File: src/rtl/r_debug_mw.sv
// r_debug_mw: host byte-stream to MIC read/write burst requester (WR, WR_SYNC, RD, PING, FILL).
// Optional R_DEBUG_MW_CSUM_EN: XOR checksum trailing write frames and appended to read replies.
module r_debug_mw #(
   parameter int ADDR_BYTES  = 4,
   parameter int MAX_WORDS   = 16,
   parameter int TIMEOUT_CYC = 4096
) (
   input  logic        clk,
   input  logic        reset,
   output logic [63:0] O_TDATA,
   output logic        O_TVALID,
   output logic        O_TLAST,
   input  logic        O_TREADY,
   input  logic [63:0] I_TDATA,
   input  logic        I_TVALID,
   input  logic        I_TLAST,
   output logic        I_TREADY,
   output logic [7:0]  tx_data,
   output logic        tx_has_data,
   input  logic        tx_data_consume,
   input  logic [7:0]  rx_data,
   output logic        rx_has_space,
   input  logic        rx_data_produce,
   output logic        busy,
   output logic        err_sticky
);
`ifdef R_DEBUG_MW_CSUM_EN
   localparam bit CSUM = 1'b1;
`else
   localparam bit CSUM = 1'b0;
`endif
   localparam int WIDX = (MAX_WORDS > 1) ? $clog2(MAX_WORDS) : 1;
   localparam logic [7:0] MAXW8 = 8'(MAX_WORDS);
   localparam logic [7:0] OP_WR = 8'h01, OP_RD = 8'h02, OP_WRS = 8'h03, OP_PING = 8'h04, OP_FILL = 8'h05;

   typedef enum logic [3:0] {IDLE, CNT, ADDR, PAYLOAD, MREQ, MRESP, TXDATA, TXACK, ERR} state_t;
   state_t state;

   logic [7:0]  op, n, bi, reply, nbeats, csum, rcsum;
   logic [31:0] addr, tcnt;
   logic [1:0]  acnt;
   logic [10:0] pcnt, plen;
   logic [31:0] wbuf [MAX_WORDS];
   logic [63:0] sr;
   logic [3:0]  sr_cnt;
   logic [8:0]  wrem, hi_w, lo_w;
   logic [31:0] hi_d, lo_d;
   logic        first, tmo, drain, tx_ld, sent, rx_ok, last_pay;

   assign rx_ok        = rx_data_produce && rx_has_space;
   assign rx_has_space = state inside {IDLE, CNT, ADDR, PAYLOAD};
   assign busy         = (state != IDLE);
   assign I_TREADY     = drain || (state == MRESP && (op != OP_RD || sr_cnt == 4'd0));
   assign plen         = (op == OP_FILL) ? 11'd4 : {1'b0, n, 2'b00};
   assign last_pay     = CSUM ? (pcnt == plen) : (pcnt == plen - 11'd1);
   // Beat count covers a leading half-beat when the start address sits in the upper word.
   assign nbeats       = 8'(({1'b0, n} + {8'd0, addr[2]} + 9'd1) >> 1);
   assign O_TLAST      = O_TVALID && ((op == OP_RD) ? (bi == 8'd0) : (bi == nbeats));

   // Header beat: {mic op, beats, first-beat BE, last-beat BE, 8-byte aligned address}.
   always_comb begin
      hi_w = {bi, 1'b0} - 9'd1 - {8'd0, addr[2]};
      lo_w = hi_w - 9'd1;
      hi_d = wbuf[0];
      lo_d = wbuf[0];
      if (op != OP_FILL) begin
         hi_d = (hi_w < 9'(MAX_WORDS)) ? wbuf[WIDX'(hi_w)] : 32'd0;
         lo_d = (lo_w < 9'(MAX_WORDS)) ? wbuf[WIDX'(lo_w)] : 32'd0;
      end
      if (bi == 8'd1 && addr[2]) lo_d = 32'd0;
      if (bi == 8'd0)
         O_TDATA = {((op == OP_RD) ? 8'h02 : 8'h01), nbeats,
                    (addr[2] ? 8'hF0 : 8'hFF), ((addr[2] ^ ~n[0]) ? 8'hFF : 8'h0F),
                    addr & 32'hFFFF_FFF8};
      else
         O_TDATA = {hi_d, lo_d};
   end

   always_ff @(posedge clk)
      if (state == PAYLOAD && rx_ok && pcnt < plen)
         wbuf[WIDX'(pcnt >> 2)][8*pcnt[1:0] +: 8] <= rx_data;

   always_ff @(posedge clk) begin
      if (reset) begin
         state <= IDLE; op <= '0; n <= '0; bi <= '0; reply <= '0; addr <= '0; acnt <= '0;
         pcnt <= '0; sr <= '0; sr_cnt <= '0; wrem <= '0; first <= 1'b0; tmo <= 1'b0;
         drain <= 1'b0; tx_ld <= 1'b0; sent <= 1'b0; tcnt <= '0; csum <= '0; rcsum <= '0;
         O_TVALID <= 1'b0; tx_data <= '0; tx_has_data <= 1'b0; err_sticky <= 1'b0;
      end else begin
         tx_ld <= 1'b0;
         if (tx_ld) tx_has_data <= 1'b1;
         else if (tx_data_consume) tx_has_data <= 1'b0;
         if (sr_cnt != 4'd0 && !tx_ld && !tx_has_data) begin
            tx_data <= sr[7:0];
            tx_ld   <= 1'b1;
            sr      <= sr >> 8;
            sr_cnt  <= sr_cnt - 4'd1;
            rcsum   <= rcsum ^ sr[7:0];
         end
         if (rx_ok) csum <= (state == IDLE) ? rx_data : (csum ^ rx_data);
         if (drain && I_TVALID && I_TLAST) drain <= 1'b0;

         case (state)
            IDLE: begin
               addr <= '0; tmo <= 1'b0; rcsum <= '0;
               if (rx_ok) begin
                  op <= rx_data;
                  if (rx_data == OP_PING) begin reply <= 8'hA5; state <= TXACK; end
                  else if (rx_data inside {OP_WR, OP_RD, OP_WRS, OP_FILL}) state <= CNT;
                  else state <= ERR;
               end
            end
            CNT: if (rx_ok) begin
               n <= rx_data; acnt <= '0;
               state <= (rx_data == 8'd0 || rx_data > MAXW8) ? ERR : ADDR;
            end
            ADDR: if (rx_ok) begin
               addr[8*acnt +: 8] <= rx_data;
               acnt <= acnt + 2'd1;
               if (acnt == 2'(ADDR_BYTES - 1)) begin
                  pcnt <= '0; bi <= '0;
                  if (op == OP_RD) begin O_TVALID <= 1'b1; state <= MREQ; end
                  else state <= PAYLOAD;
               end
            end
            PAYLOAD: if (rx_ok) begin
               pcnt <= pcnt + 11'd1;
               if (last_pay) begin
                  if (CSUM && (csum ^ rx_data) != 8'd0) begin
                     reply <= 8'h55; err_sticky <= 1'b1; state <= TXACK;
                  end else begin
                     O_TVALID <= 1'b1; state <= MREQ;
                  end
               end
            end
            MREQ: if (O_TREADY) begin
               if (O_TLAST) begin
                  O_TVALID <= 1'b0; state <= MRESP; tcnt <= '0; first <= 1'b1; wrem <= {1'b0, n};
               end else bi <= bi + 8'd1;
            end
            MRESP: begin
               if (I_TVALID && I_TREADY && !drain) begin
                  tcnt <= '0;
                  if (op == OP_RD) begin
                     first <= 1'b0;
                     if (first && addr[2]) begin
                        sr <= {32'd0, I_TDATA[63:32]}; sr_cnt <= 4'd4; wrem <= wrem - 9'd1;
                     end else if (wrem >= 9'd2) begin
                        sr <= I_TDATA; sr_cnt <= 4'd8; wrem <= wrem - 9'd2;
                     end else if (wrem != 9'd0) begin
                        sr <= {32'd0, I_TDATA[31:0]}; sr_cnt <= 4'd4; wrem <= 9'd0;
                     end
                     if (I_TLAST) state <= TXDATA;
                  end else if (I_TLAST) begin
                     if (op == OP_WRS) begin reply <= 8'hAA; state <= TXACK; end
                     else state <= IDLE;
                  end
               end else if (TIMEOUT_CYC != 0 && !I_TVALID) begin
                  if (tcnt == 32'(TIMEOUT_CYC - 1)) begin
                     // Abandon the burst; whatever the completer still sends gets swallowed.
                     err_sticky <= 1'b1; drain <= 1'b1; tmo <= 1'b1;
                     if (op == OP_RD) state <= TXDATA;
                     else if (op == OP_WRS) begin reply <= 8'hEE; state <= TXACK; end
                     else state <= IDLE;
                  end else tcnt <= tcnt + 32'd1;
               end
            end
            TXDATA: if (sr_cnt == 4'd0 && !tx_ld && !tx_has_data) begin
               if (wrem != 9'd0) begin
                  sr <= '0; sr_cnt <= 4'd4; wrem <= wrem - 9'd1;
               end else if (tmo) begin reply <= 8'hEE; state <= TXACK; end
               else if (CSUM) begin reply <= rcsum; state <= TXACK; end
               else state <= IDLE;
            end
            TXACK, ERR: begin
               if (!sent && !tx_ld && !tx_has_data) begin
                  tx_data <= (state == ERR) ? 8'hEE : reply;
                  tx_ld   <= 1'b1;
                  sent    <= 1'b1;
                  if (state == ERR) err_sticky <= 1'b1;
               end else if (sent && !tx_ld && !tx_has_data) begin
                  sent <= 1'b0; state <= IDLE;
               end
            end
            default: state <= IDLE;
         endcase
      end
   end
endmodule

File: config.mk
export PLATFORM = sky130hd
export DESIGN_NAME = r_debug_mw
export DESIGN_NICKNAME = d
export VERILOG_FILES = /design/src/rtl/r_debug_mw.sv
export SDC_FILE = /design/constraint.sdc
export NUM_CORES = 2
export LEC_CHECK = 0
export CORE_MARGIN = 2
export CORE_UTILIZATION = 30
export DETAILED_ROUTE_END_ITERATION = 8
export SYNTH_ARGS = -nofsm -noshare
export SYNTH_HDL_FRONTEND = slang
export SYNTH_SLANG_ARGS = --single-unit
File: constraint.sdc
create_clock -name clk -period 4.05 [get_ports clk]
set_clock_uncertainty 0.05 [all_clocks]
set_input_delay 0.81 -clock clk [delete_from_list [all_inputs] [get_ports clk]]
set_output_delay 0.81 -clock clk [all_outputs]
set_load 0.005 [all_outputs]
Word level (Yosys, flattened, before mapping)
Memory sizes are Yosys's and may differ from the RTL's.
Index checks and enable logic that the tools add are counted.
{"block": "op_classes", "addsub": 15, "order_cmp": 5, "n_eq_ne": 54, "n_shift": 4, "n_mux": 137, "bitwise_logic": 2, "reduce_logical": 63}
{"operator": "two-way mux 64 bit", "n": 9}
{"operator": "two-way mux 32 bit", "n": 12}
{"operator": "two-way mux 8 bit", "n": 22}
{"operator": "one-hot mux 32 bit (2 select lines)", "n": 2}
{"operator": "one-hot mux 64 bit (2 select lines)", "n": 1}
{"operator": "two-way mux 4 bit", "n": 29}
{"operator": "two-way mux 9 bit", "n": 9}
{"operator": "negator 5 -> 34 bit", "n": 2}
{"operator": "variable shift 8 x 34 -> 32 bit (first input constant)", "n": 2}
{"operator": "indexed part select 8 x 34 -> 32 bit", "n": 2}
{"operator": "!= test 2 bit (second input constant)", "n": 19}
{"operator": "two-way mux 11 bit", "n": 3}
{"operator": "adder 32 x 1 -> 32 bit (second input constant)", "n": 1}
{"operator": "bitwise mux 32 bit", "n": 1}
{"operator": "equality test 32 x 12 -> 1 bit (second input constant)", "n": 1}
{"operator": "equality test 8 x 2 -> 1 bit (second input constant)", "n": 4}
{"operator": "one-hot mux 4 bit (8 select lines)", "n": 1}
{"operator": "two-way mux 1 bit", "n": 30}
{"operator": "one-hot mux 9 bit (3 select lines)", "n": 1}
{"operator": "subtractor 9 x 1 -> 9 bit (second input constant)", "n": 3}
{"operator": "equality test 8 x 3 -> 1 bit (second input constant)", "n": 3}
{"operator": "one-hot mux 8 bit (3 select lines)", "n": 1}
{"operator": "one-hot mux 11 bit (2 select lines)", "n": 1}
{"operator": "logical AND 1 bit", "n": 19}
{"operator": "55 further kinds", "n": 102}
{"block": "totals", "ff_bits": 206, "ramBits": 512, "inputBits": 79, "out_inout_bits": 79, "word_cells": 302, "mem_count": 1}
{"name": "wbuf", "words": 16, "word_bits": 32, "rd": 3, "rd_ports_with_merged_regs": 0, "write_ports": 1, "line_no": "43", "rtl": "logic [31:0] wbuf [MAX_WORDS];"}

Longest topological paths before layout
{"block": "logic_depth", "depth_word": 10, "ltp_mapped": 18, "mapped_depth_nobuf": 13}

Worst setup path after synthesis
No wires, ideal clock.
{"block": "synth_path", "kind": "flip-flop to flip-flop", "start": "register op[0]", "end": "memory wbuf[10][10] (enable)", "setup_time_ns": 0.383, "arrival_ns": 3.747, "required_ns": 3.617, "slack_ns": -0.131, "stages_incl_launch_ff": 18, "n_path_buf": 4, "period_less_slack_ns": 4.181, "path_cell_list": "dfxtp_1 > nor4b_1 > and3_1 > clkbuf_1 > clkbuf_1 > buf_1 > nor2_1 > inv_1 > ha_1 > nor2b_1 > o21a_1 > o21a_1 > o21a_1 > o21a_1 > o21ai_0 > a21oi_1 > clkbuf_1 > nor3_1"}
{"block": "synth_between", "elab_chain_cells": 6}
{"item": "start: declaration", "line_no": "39", "rtl": "logic [7:0] op, n, bi, reply, nbeats, csum, rcsum;"}
{"item": "start signal: assignment", "line_no": "107", "rtl": "op <= rx_data;"}
{"item": "equality test 8 x 3 -> 1 bit", "line_no": "54", "rtl": "assign plen = (op == OP_FILL) ? 11'd4 : {1'b0, n, 2'b00};"}
{"item": "two-way mux 10 bit", "line_no": "54"}
{"item": "< comparator 11 x 10 -> 1 bit", "line_no": "80", "rtl": "if (state == PAYLOAD && rx_ok && pcnt < plen)"}
{"item": "logical AND 1 bit", "line_no": "80"}
{"item": "two-way mux 1 bit", "line_no": "80"}
{"item": "two-way mux 32 bit (implied by the code)", "line_no": "81", "rtl": "wbuf[WIDX'(pcnt >> 2)][8*pcnt[1:0] +: 8] <= rx_data;"}
{"item": "end: declaration", "line_no": "43"}
No other way between the ends.

Worst setup path after layout
{"block": "layout_path", "start": "register bi[0]", "end": "output O_TDATA[17]"}
{"block": "layout_between", "elab_chain_cells": 8, "elab_cells_between_ends": 12, "classes_between": "add/sub (3); order compare (1); eq/ne (1); mux (4); reduce/logical (2); memory (1)"}
{"item": "start: declaration", "line_no": "39"}
{"item": "start signal: assignment", "line_no": "139", "rtl": "end else bi <= bi + 8'd1;"}
{"item": "subtractor 9 x 1 -> 9 bit (2 in series)", "line_no": "62", "rtl": "hi_w = {bi, 1'b0} - 9'd1 - {8'd0, addr[2]};"}
{"item": "subtractor 9 x 1 -> 9 bit", "line_no": "63", "rtl": "lo_w = hi_w - 9'd1;"}
{"item": "< comparator 9 x 5 -> 1 bit or memory read (16 x 32 bit) (tied branches)"}
{"item": "two-way mux 32 bit", "line_no": "68", "rtl": "lo_d = (lo_w < 9'(MAX_WORDS)) ? wbuf[WIDX'(lo_w)] : 32'd0;"}
{"item": "two-way mux 32 bit", "line_no": "66", "rtl": "if (op != OP_FILL) begin"}
{"item": "two-way mux 32 bit", "line_no": "70", "rtl": "if (bi == 8'd1 && addr[2]) lo_d = 32'd0;"}
{"item": "two-way mux 64 bit (*)", "line_no": "71", "rtl": "if (bi == 8'd0)"}
{"item": "end: declaration", "line_no": "10", "rtl": "output logic [63:0] O_TDATA,"}
Every way passes the cells marked *; elsewhere a longest branch is shown, timed or not.

==> impl_metrics.csv <==
group,metric,value,unit
run_status,status,"finished, violations left",
run_status,violations,"negative setup slack",
critical_path,cp.arrival,3330,ps
critical_path,slowest_delay,370,ps
cts,clk-insertion-delay-late,670,ps
timing,rsz0062_at_grt,"yes",
critical_path,crit_path_start_kind,"flip-flop",
timing,tightest_slew,962,ps
floorplan,fp.dieW,351,microns
place,port_buffers,157,
layout,multi_input_area,0.0165,sq mm
floorplan,die_h,351,microns
cts,clk_path_buf_depth,3,
layout,fin_cells,4905,
cts,hold_buffers,0,
synth,seq_area_frac_synth,53.6,%
timing,final-max-slew-violation-count,0,
critical_path,crit_required,3190,ps
place,pre_cts_ws,63.4,ps
timing,fin_crit,4190,ps
timing,hold_violations,0,
grt,gr-total-overflow,0,
timing,max_freq,239,MHz
synth,yosysWarnings,0,
layout,final_util,39.0,%
synth,synth_area_per_cell,12.9,sq um
power_and_ir_drop,total_power,20.6,mW
timing,relSlewSlack,35.9,%
hold_path,min_path_type,"reg -> reg",
critical_path,slowest_stage,"dfxtp_4",
timing,period_share,103,%
cts,numCtsBuffers,78,
cts,clkTransAtPathRegs,60,ps
synth,ys_types,88,
grt,grt.total_usage,19.2,%
floorplan,core,0.120,sq mm
cts,htree_levels,3,
synth,synth_area_leader_cell,"edfxtp_1",
detailed_routing,drtAntennaViolNets,0,
synth,synth_edf_count,512,
floorplan,initial_core_util,30.2,%
cts,cts_sinks,713,
hold_path,hold_path_depth,2,
synth,synth_top_area_share,42.5,%
layout,fillers,11200,
timing,setup_ws,-140,ps
hold_path,min-delay-start,"addr[25]",
critical_path,r2r_start,"op[1]",
grt,grt_pass1_vias,26600,
synth,syn-num-nets,2921,
critical_path,ff2ff_setup_slack,370,ps
synth,synth_area_leaders,"edfxtp_1 43%, mux4_2 18%, dfxtp_1 11%, nand2_1 3.0%, nor2_1 2.9%",
detailed_routing,vias,27400,
synth,ys_async_sr_fraction,0,%
power_and_ir_drop,powerDensity,441,mW/mm^2
layout,fin_area,0.0467,sq mm
synth,yosys_most_used_dff,"edfxtp_1",
critical_path,setup.worst_path.end_class,"output port",
detailed_routing,routed_wl,122000,microns
critical_path,cp_max_fo,5,
grt,antenna_found_initial,4,
floorplan,io_pins,158,
detailed_routing,avgRoutedWirePerCell,25.0,microns
layout,syn2layout_area_growth,29.1,%
job,drv_cap,0,
synth,synthCells,2811,
synth,synth_most_common_cell,"edfxtp_1",
floorplan,rows,127,
detailed_routing,drc,0,
power_and_ir_drop,irDropWorstVdd,340,uV
place,dpl.hpwl,74100,microns
power_and_ir_drop,p_leak,15.0,nW
grt,grt_max_degree,72,
synth,netlist_top_cells_count,"512 x edfxtp_1, 288 x mux4_2, 285 x nand2_1",
critical_path,path_class,"reg -> out",
layout,seq_area,0.0194,sq mm
detailed_routing,dr.pass1.iters,5,
critical_path,path_cells,"inv_4 -> ha_4 -> nor3b_4 -> xnor2_2 -> mux2_2 -> a22o_1 -> nand2_2 -> a21oi_4 -> buf_12 -> buf_16 -> a32oi_2 -> o21ai_1 -> buf_4 -> dlygate4sd2_1",
critical_path,cp-startpoint,"bi[0]",
synth,yosys_register_bits,713,
critical_path,rr_worst_depth,15,
timing,final.setup.tns,-682,ps
synth,synth_area,0.0362,sq mm
cts,cts_tree,"yes",
detailed_routing,drtIter0Drc,3287,
layout,drive_gt1_share,30.7,%
place,placedCellCount,4571,
grt,grt_pass1_wl,177000,microns
detailed_routing,via_per_inst,5.59,
timing,hold_ws,400,ps
place,routabilityCongestion,0.851,
timing,setup_viol,13,
floorplan,die_area,0.123,sq mm
layout,num-nets-final,3333,
place,placed_area,0.0410,sq mm
cts,ctsRootBufferMaster,"clkbuf_16",
==> repair_timing <==
| action | 4_1_cts | 5_1_grt |
|---|---|---|
| pin swaps | 72 | 51 |
| cloned | 26 | 6 |
| endpoints found under the setup margin | 65 | 84 |
| buffers inserted | 145 | 38 |
| resized for setup | 347 | 117 |
==> layout make-up <==
type,count,share of cell area (%)
Antenna cell,5,0.0268
Clock buffer,102,4.57
Clock inverter,43,0.978
Inverter,32,0.262
Multi-Input combinational cell,1846,35.3
Sequential cell,713,41.5
Tap cell,1612,4.32
Timing Repair Buffer,552,13.0
==> cell usage in the layout, fill, tap and decap left out, types with 15 or more instances in the layout <==
| cell type | n |
|---|---|
| mux4_2 | 288 |
| xor2_1 | 16 |
| buf_4 | 246 |
| buf_12 | 57 |
| and2_1 | 43 |
| clkbuf_16 | 86 |
| nand3_1 | 56 |
| buf_6 | 51 |
| xnor2_1 | 32 |
| a221oi_1 | 22 |
| nor2_1 | 270 |
| clkbuf_2 | 22 |
| ha_1 | 27 |
| dfxtp_1 | 197 |
| a21oi_1 | 180 |
| mux2i_1 | 96 |
| edfxtp_1 | 512 |
| buf_16 | 26 |
| clkbuf_1 | 17 |
| inv_1 | 29 |
| clkinv_2 | 16 |
| nand2_1 | 283 |
| o21ai_1 | 27 |
| clkdlybuf4s50_1 | 91 |
| o21ai_0 | 52 |
| a22oi_1 | 19 |
| and3_1 | 15 |
| a221oi_2 | 15 |
| o22ai_1 | 19 |
| buf_2 | 22 |
| nor4_1 | 16 |
| a32oi_1 | 18 |
| nor3_1 | 62 |
| mux2_2 | 15 |
| a32oi_2 | 21 |
==> power by group <==
group	switching, mW	total (mW)	leakage, nW	internal [mW]
Sequential	0.130	7.98	6.18	7.85
Clock	3.13	7.22	1.25	4.09
Combinational	2.97	5.39	7.52	2.42
Total	6.23	20.6	15.0	14.4
==> critical path, delay by kind of cell, from the launching register on <==
| family | cells | cell delay, ps |
|---|---|---|
| AO/OA/AOI/OAI | 4 | 530 |
| XOR/XNOR | 1 | 180 |
| adder cells (fa/ha/maj) | 1 | 130 |
| buffers and inverters | 5 | 790 |
| flip-flops | 1 | 370 |
| multiplexers | 1 | 360 |
| AND/OR/NAND/NOR | 2 | 340 |
==> cells by family (layout without fill, tap and decap cells) <==
kind of cell / count (synthesis) / count (layout) / share of synthesized area [%]
AND/OR/NAND/NOR: 873 / 873 / 11.2
flip-flops: 713 / 713 / 53.6
AO/OA/AOI/OAI: 483 / 483 / 8.64
multiplexers: 404 / 404 / 21.2
buffers and inverters: 252 / 729 / 2.80
XOR/XNOR: 55 / 55 / 1.45
adder cells (fa/ha/maj): 31 / 31 / 1.07
other: 0 / 5 / 0
==> final timing paths <==
kind / to
setup reg to reg: wbuf[7][27]
hold reg to reg: addr[25]
setup / recovery: O_TDATA[17]
hold / removal: addr[25]
==> routing by layer <==
metal / vias to the layer above / wire [microns] / track usage (%)
met5: - / 0 / 0
met4: 0 / 4850 / 7.53
met3: 255 / 10600 / 3.27
met2: 1327 / 57500 / 30.6
met1: 14000 / 49400 / 26.2
li1: 11800 / - / -
==> registers in the layout, summed over array words and instances, names as in the netlist, 9 cells and up <==
signal and cells:
tcnt 32, addr 30, sr 64, wbuf 512, pcnt 11, wrem 9
(Power assumes the default switching activity.)
